File: config.mk
export PLATFORM = sky130hd
export DESIGN_NAME = pipe_arbiter
export DESIGN_NICKNAME = d
export VERILOG_FILES = /design/src/rtl/pipe_arb_pkg.sv /design/src/rtl/pipe_datapath.sv /design/src/rtl/pipe_arbiter.sv
export SDC_FILE = /design/constraint.sdc
export NUM_CORES = 1
export LEC_CHECK = 0
export BUFFER_PORTS_ARGS = -buffer_cell sky130_fd_sc_hd__buf_2
export CAP_MARGIN = 15
export CORE_MARGIN = 1
export CORE_UTILIZATION = 40
export CTS_CLUSTER_SIZE = 8
export DETAILED_ROUTE_END_ITERATION = 7
export HOLD_SLACK_MARGIN = 0.1
export PLACE_DENSITY_LB_ADDON = 0.2
export SLEW_MARGIN = 40
export SYNTH_ARGS = -nofsm -noshare
export SYNTH_HDL_FRONTEND = slang
export SYNTH_HIERARCHICAL = 1
export SYNTH_SLANG_ARGS = --single-unit
File: constraint.sdc
create_clock -name clk -period 4.9 [get_ports clk]
set_clock_uncertainty 0.05 [all_clocks]
set_input_delay 0.98 -clock clk [delete_from_list [all_inputs] [get_ports clk]]
set_output_delay 0.98 -clock clk [all_outputs]
set_load 0.02 [all_outputs]
File: src/rtl/pipe_arb_pkg.sv
// Shared constants and helpers for the round-robin pipeline arbiter.
// The stage records depend on N/IDW, so the datapath declares them itself.
package pipe_arb_pkg;

  localparam int LATENCY  = 3;
  localparam int MAX_NREQ = 8;
  localparam int FLIGHT_W = 2;

  function automatic logic [FLIGHT_W-1:0] count_valid3(input logic v0,
                                                       input logic v1,
                                                       input logic v2);
    return {1'b0, v0} + {1'b0, v1} + {1'b0, v2};
  endfunction

endpackage

File: src/rtl/pipe_datapath.sv
// Three-stage F = ((A+B) + (C-D)) * D pipeline with valid/ID sideband.
// A single enable freezes every register, so stalls never drop or duplicate work.
module pipe_datapath
  import pipe_arb_pkg::*;
#(
  parameter int N   = 10,
  parameter int IDW = 2
) (
  input  logic                clk,
  input  logic                rst_n,
  input  logic                en,
  input  logic                in_valid,
  input  logic [IDW-1:0]      in_id,
  input  logic [N-1:0]        in_a,
  input  logic [N-1:0]        in_b,
  input  logic [N-1:0]        in_c,
  input  logic [N-1:0]        in_d,
  output logic                out_valid,
  output logic [N-1:0]        out_f,
  output logic [IDW-1:0]      out_id,
  output logic [FLIGHT_W-1:0] in_flight
);

  typedef struct packed {
    logic           valid;
    logic [IDW-1:0] id;
    logic [N-1:0]   d;
    logic [N-1:0]   x1;
    logic [N-1:0]   x2;
  } s1_t;

  typedef struct packed {
    logic           valid;
    logic [IDW-1:0] id;
    logic [N-1:0]   d;
    logic [N-1:0]   x3;
  } s2_t;

  typedef struct packed {
    logic           valid;
    logic [IDW-1:0] id;
    logic [N-1:0]   f;
  } out_t;

  s1_t  s1_q,  s1_d;
  s2_t  s2_q,  s2_d;
  out_t out_q, out_d;

  // NOTE: every next-state value starts as "hold", so no path leaves a
  // variable unassigned and no latch is inferred.
  always_comb begin
    s1_d  = s1_q;
    s2_d  = s2_q;
    out_d = out_q;
    if (en) begin
      s1_d.valid = in_valid;
      s1_d.id    = in_id;
      s1_d.d     = in_d;
      s1_d.x1    = in_a + in_b;
      s1_d.x2    = in_c - in_d;

      s2_d.valid = s1_q.valid;
      s2_d.id    = s1_q.id;
      s2_d.d     = s1_q.d;
      s2_d.x3    = s1_q.x1 + s1_q.x2;

      out_d.valid = s2_q.valid;
      // Keep the last result on the bus between pulses instead of garbage.
      if (s2_q.valid) begin
        out_d.id = s2_q.id;
        out_d.f  = s2_q.x3 * s2_q.d;
      end
    end
  end

  // NOTE: the whole stage records are reset, not just the valid bits, so the
  // output bus reads zero after reset; sequential state uses <= only.
  always_ff @(posedge clk or negedge rst_n) begin
    if (!rst_n) begin
      s1_q  <= '0;
      s2_q  <= '0;
      out_q <= '0;
    end else begin
      s1_q  <= s1_d;
      s2_q  <= s2_d;
      out_q <= out_d;
    end
  end

  // A held result stays hidden while frozen and is re-presented on release.
  assign out_valid = out_q.valid & en;
  assign out_f     = out_q.f;
  assign out_id    = out_q.id;
  assign in_flight = count_valid3(s1_q.valid, s2_q.valid, out_q.valid);

endmodule

File: src/rtl/pipe_arbiter.sv
// Round-robin arbiter feeding one shared arithmetic pipeline; results come
// back tagged with the requester ID.
module pipe_arbiter
  import pipe_arb_pkg::*;
#(
  parameter  int N    = 10,
  parameter  int NREQ = 4,
  localparam int IDW  = $clog2(NREQ)
) (
  input  logic                clk,
  input  logic                rst_n,
  input  logic [NREQ-1:0]     req_valid,
  output logic [NREQ-1:0]     req_ready,
  input  logic [NREQ*N-1:0]   req_a,
  input  logic [NREQ*N-1:0]   req_b,
  input  logic [NREQ*N-1:0]   req_c,
  input  logic [NREQ*N-1:0]   req_d,
  input  logic                stall,
  output logic                res_valid,
  output logic [N-1:0]        res_f,
  output logic [IDW-1:0]      res_id,
  output logic [FLIGHT_W-1:0] in_flight
);

  logic [IDW-1:0] last_grant_q, last_grant_d;
  logic [IDW-1:0] grant_idx;
  logic           grant_found;
  logic           transfer;
  logic [N-1:0]   sel_a, sel_b, sel_c, sel_d;

  // Search starts one past the last winner and wraps modulo NREQ.
  always_comb begin
    int             cand;
    logic [IDW-1:0] cand_idx;
    cand        = 0;
    cand_idx    = '0;
    grant_found = 1'b0;
    grant_idx   = '0;
    for (int k = 1; k <= NREQ; k++) begin
      cand     = (int'(last_grant_q) + k) % NREQ;
      cand_idx = IDW'(cand);
      if (!grant_found && req_valid[cand_idx]) begin
        grant_found = 1'b1;
        grant_idx   = cand_idx;
      end
    end
  end

  assign transfer = grant_found & ~stall;

  always_comb begin
    req_ready = '0;
    if (transfer) req_ready[grant_idx] = 1'b1;
  end

  always_comb begin
    sel_a = '0;
    sel_b = '0;
    sel_c = '0;
    sel_d = '0;
    for (int i = 0; i < NREQ; i++) begin
      if (grant_idx == IDW'(i)) begin
        sel_a = req_a[i*N +: N];
        sel_b = req_b[i*N +: N];
        sel_c = req_c[i*N +: N];
        sel_d = req_d[i*N +: N];
      end
    end
  end

  assign last_grant_d = transfer ? grant_idx : last_grant_q;

  // Reset to NREQ-1 so requester 0 wins the first arbitration.
  always_ff @(posedge clk or negedge rst_n) begin
    if (!rst_n) last_grant_q <= IDW'(NREQ - 1);
    else        last_grant_q <= last_grant_d;
  end

  pipe_datapath #(
    .N   (N),
    .IDW (IDW)
  ) u_datapath (
    .clk       (clk),
    .rst_n     (rst_n),
    .en        (~stall),
    .in_valid  (transfer),
    .in_id     (grant_idx),
    .in_a      (sel_a),
    .in_b      (sel_b),
    .in_c      (sel_c),
    .in_d      (sel_d),
    .out_valid (res_valid),
    .out_f     (res_f),
    .out_id    (res_id),
    .in_flight (in_flight)
  );

endmodule
==> reports/metrics.yaml <==
status: "finished, final reports clean"
num_antenna_cells: 0
post-route-drc-count: 0
finalSetupTns_ps: 0
min_path_type: "reg2reg"
firstDrtPassIters: 5
place_hpwl_um: 15000
dpl-instance-area_mm2: 0.00807
drive_gt1_frac: 0.290
finalCriticalPeriod_ps: 4560
core_region_area_mm2: 0.0173
synth_cell_types: 64
clk_latency_ps: 340
port_buffers: 185
ys_ff_latch: 71
cp_data_arrival_time_ps: 4730
synth_edf_count: 0
layout_common_cells: "buf_2 (184), dfrtp_1 (69), nand2_1 (61)"
cp_cell_sequence: "nand2_1 > fa_1 > fa_1 > inv_1 > fa_1 > fa_1 > inv_1 > fa_1 > xnor2_1 > xnor2_1 > xnor2_1 > xnor3_1 > xnor2_1 > mux2_2"
floorplan.die_area_mm2: 0.0183
routed_wl_um: 19400
path_clk_slew_ps: 60
avgSynthCellArea_um2: 8.82
ios: 186
cpMostUsedCell: "fa_1"
dp_slack_ps: 322
register_area_mm2: 0.00178
relSlewSlack: 0.497
row_count: 48
grt_pass1_wl_um: 31500
hold_violations: 0
fp.dieH_um: 135
layout.filler_cells: 1700
ys.flop_type: "dfrtp_1"
syn2layout_area_growth_pct: 17.8
cts.hold.buffers_added: 0
syn_nets: 1049
htreeDepth: 3
critPathKind: "reg2reg"
ys_async_sr_fraction: 1.00
routed-via-count: 6551
fin_crit_sh: 0.930
clock_sinks: 71
ys_warn_count: 6
drv_cap: 0
drtIter0Drc: 366
cts_resized: 0
setup_viol: 0
syn-instance-count: 805
rsz0062_at_grt: "no"
antenna_found_initial: 0
startpoint_type: "flip-flop"
grt_use_total: 0.216
yosysSeqAreaShare: 0.251
cp_max_fo: 10
final_net_count: 1186
path_buf_inv: 2
worst_path_largest_cell_delay_ps: 510
initial_core_util: 0.410
grt_start_max_net_pins: 63
drt-vias-per-instance: 5.59
die_w_um: 135
cts_setup_buffers: 0
root_buffer: "clkbuf_16"
fmax_mhz: 219
multi_input_area_mm2: 0.00470
routabilityCongestion: 0.852
tightest_slew_ps: 755
maxSlewViolCount: 0
cp_top_family: "adder cells"
fin_area_mm2: 0.00836
crit_path_end_kind: "flip-flop"
worst_slack_ps: 342
cts_buffers: 9
first_global_vias: 6333
overflow: 0
cts_buffer_depth: 2
ant_nets: 0
cts_tree: "done"
crit_slowest_cell: "fa_1"
wl_per_cell_um: 16.5
final_common_cell: "buf_2"
synth_area_mm2: 0.00710
required_ps: 5070
## final timing paths
kind                       cells after the start  slack (ps)                   to                 from
max                                           14         340  u_datapath/out_f[9]  u_datapath/s2_q[11]
min                                            2         430  u_datapath/out_f[6]  u_datapath/out_f[6]
max reg2reg                                   14         340  u_datapath/out_f[9]  u_datapath/s2_q[11]
min reg2reg                                    2         430  u_datapath/out_f[6]  u_datapath/out_f[6]
max in group asynchronous                      2        3440  u_datapath/s2_q[18]                rst_n
min in group asynchronous                      1         600  u_datapath/s2_q[22]                rst_n
## flip-flops by register name (all words and copies together) (netlist names)
name	flops
u_datapath/out_f	10
u_datapath/s2_q	23
u_datapath/out_id	2
u_datapath/s1_q	33
u_datapath/out_q	1
last_grant_q	2
## cells in the mapped netlist (all sizes together), types with 6 or more instances
library cell,instances,share of area
buf,46,0.044
nor2,28,0.016
a32oi,40,0.049
o21ai,105,0.076
o21a,10,0.011
inv,54,0.029
nor3,6,0.0042
a311oi,40,0.049
and2,18,0.016
ha,51,0.090
xor2,7,0.0086
nand3,43,0.030
o31ai,7,0.0074
nor2b,7,0.0062
xnor2,26,0.032
clkbuf,31,0.016
fa,26,0.073
a21oi,18,0.013
nand2,62,0.033
dfrtp,69,0.24
mux2,43,0.068
## metal layers
metal	GRT usage	vias up	part of all wire
met5	0	-	0
met4	0.0762	0	0.022
met3	0.0269	28	0.047
met2	0.351	224	0.47
met1	0.294	3087	0.46
li1	-	3212	-
## layout make-up
class                   count  share of cell area
multi-input cells         603               0.562
well taps                 225              0.0337
flip-flops and latches     71               0.213
clock inverters             7             0.00868
clock buffers               9              0.0269
repair buffers            203               0.132
inverters                  54              0.0242
## logic make-up after synthesis
kind of cell	share of synthesized area
AO/OA/AOI/OAI	0.249
XOR/XNOR	0.0471
adder cells (fa/ha/maj)	0.163
buffers and inverters	0.0892
flip-flops	0.251
multiplexers	0.0710
AND/OR/NAND/NOR	0.130
## worst register-to-register path: cells and delay by family (launching register included)
| family | cells | cell delay, ps |
|---|---|---|
| xor+xnor | 5 | 1040 |
| simple gates | 1 | 120 |
| flops | 1 | 490 |
| buf+inv | 2 | 110 |
| fa+ha+maj | 5 | 2380 |
| mux | 1 | 250 |
## metrics by stage
step	hold WS (ps)	std cells	utilization
floorplan	401	805	-
global placement	415	1156	0.466
detailed placement	424	1156	0.466
CTS	438	1172	0.484
global route	459	1172	0.484
finish	432	1172	0.484
Power is left out: the tool's default activity adds up to more than one toggle a clock period on the data nets, which glitch-free logic cannot reach.
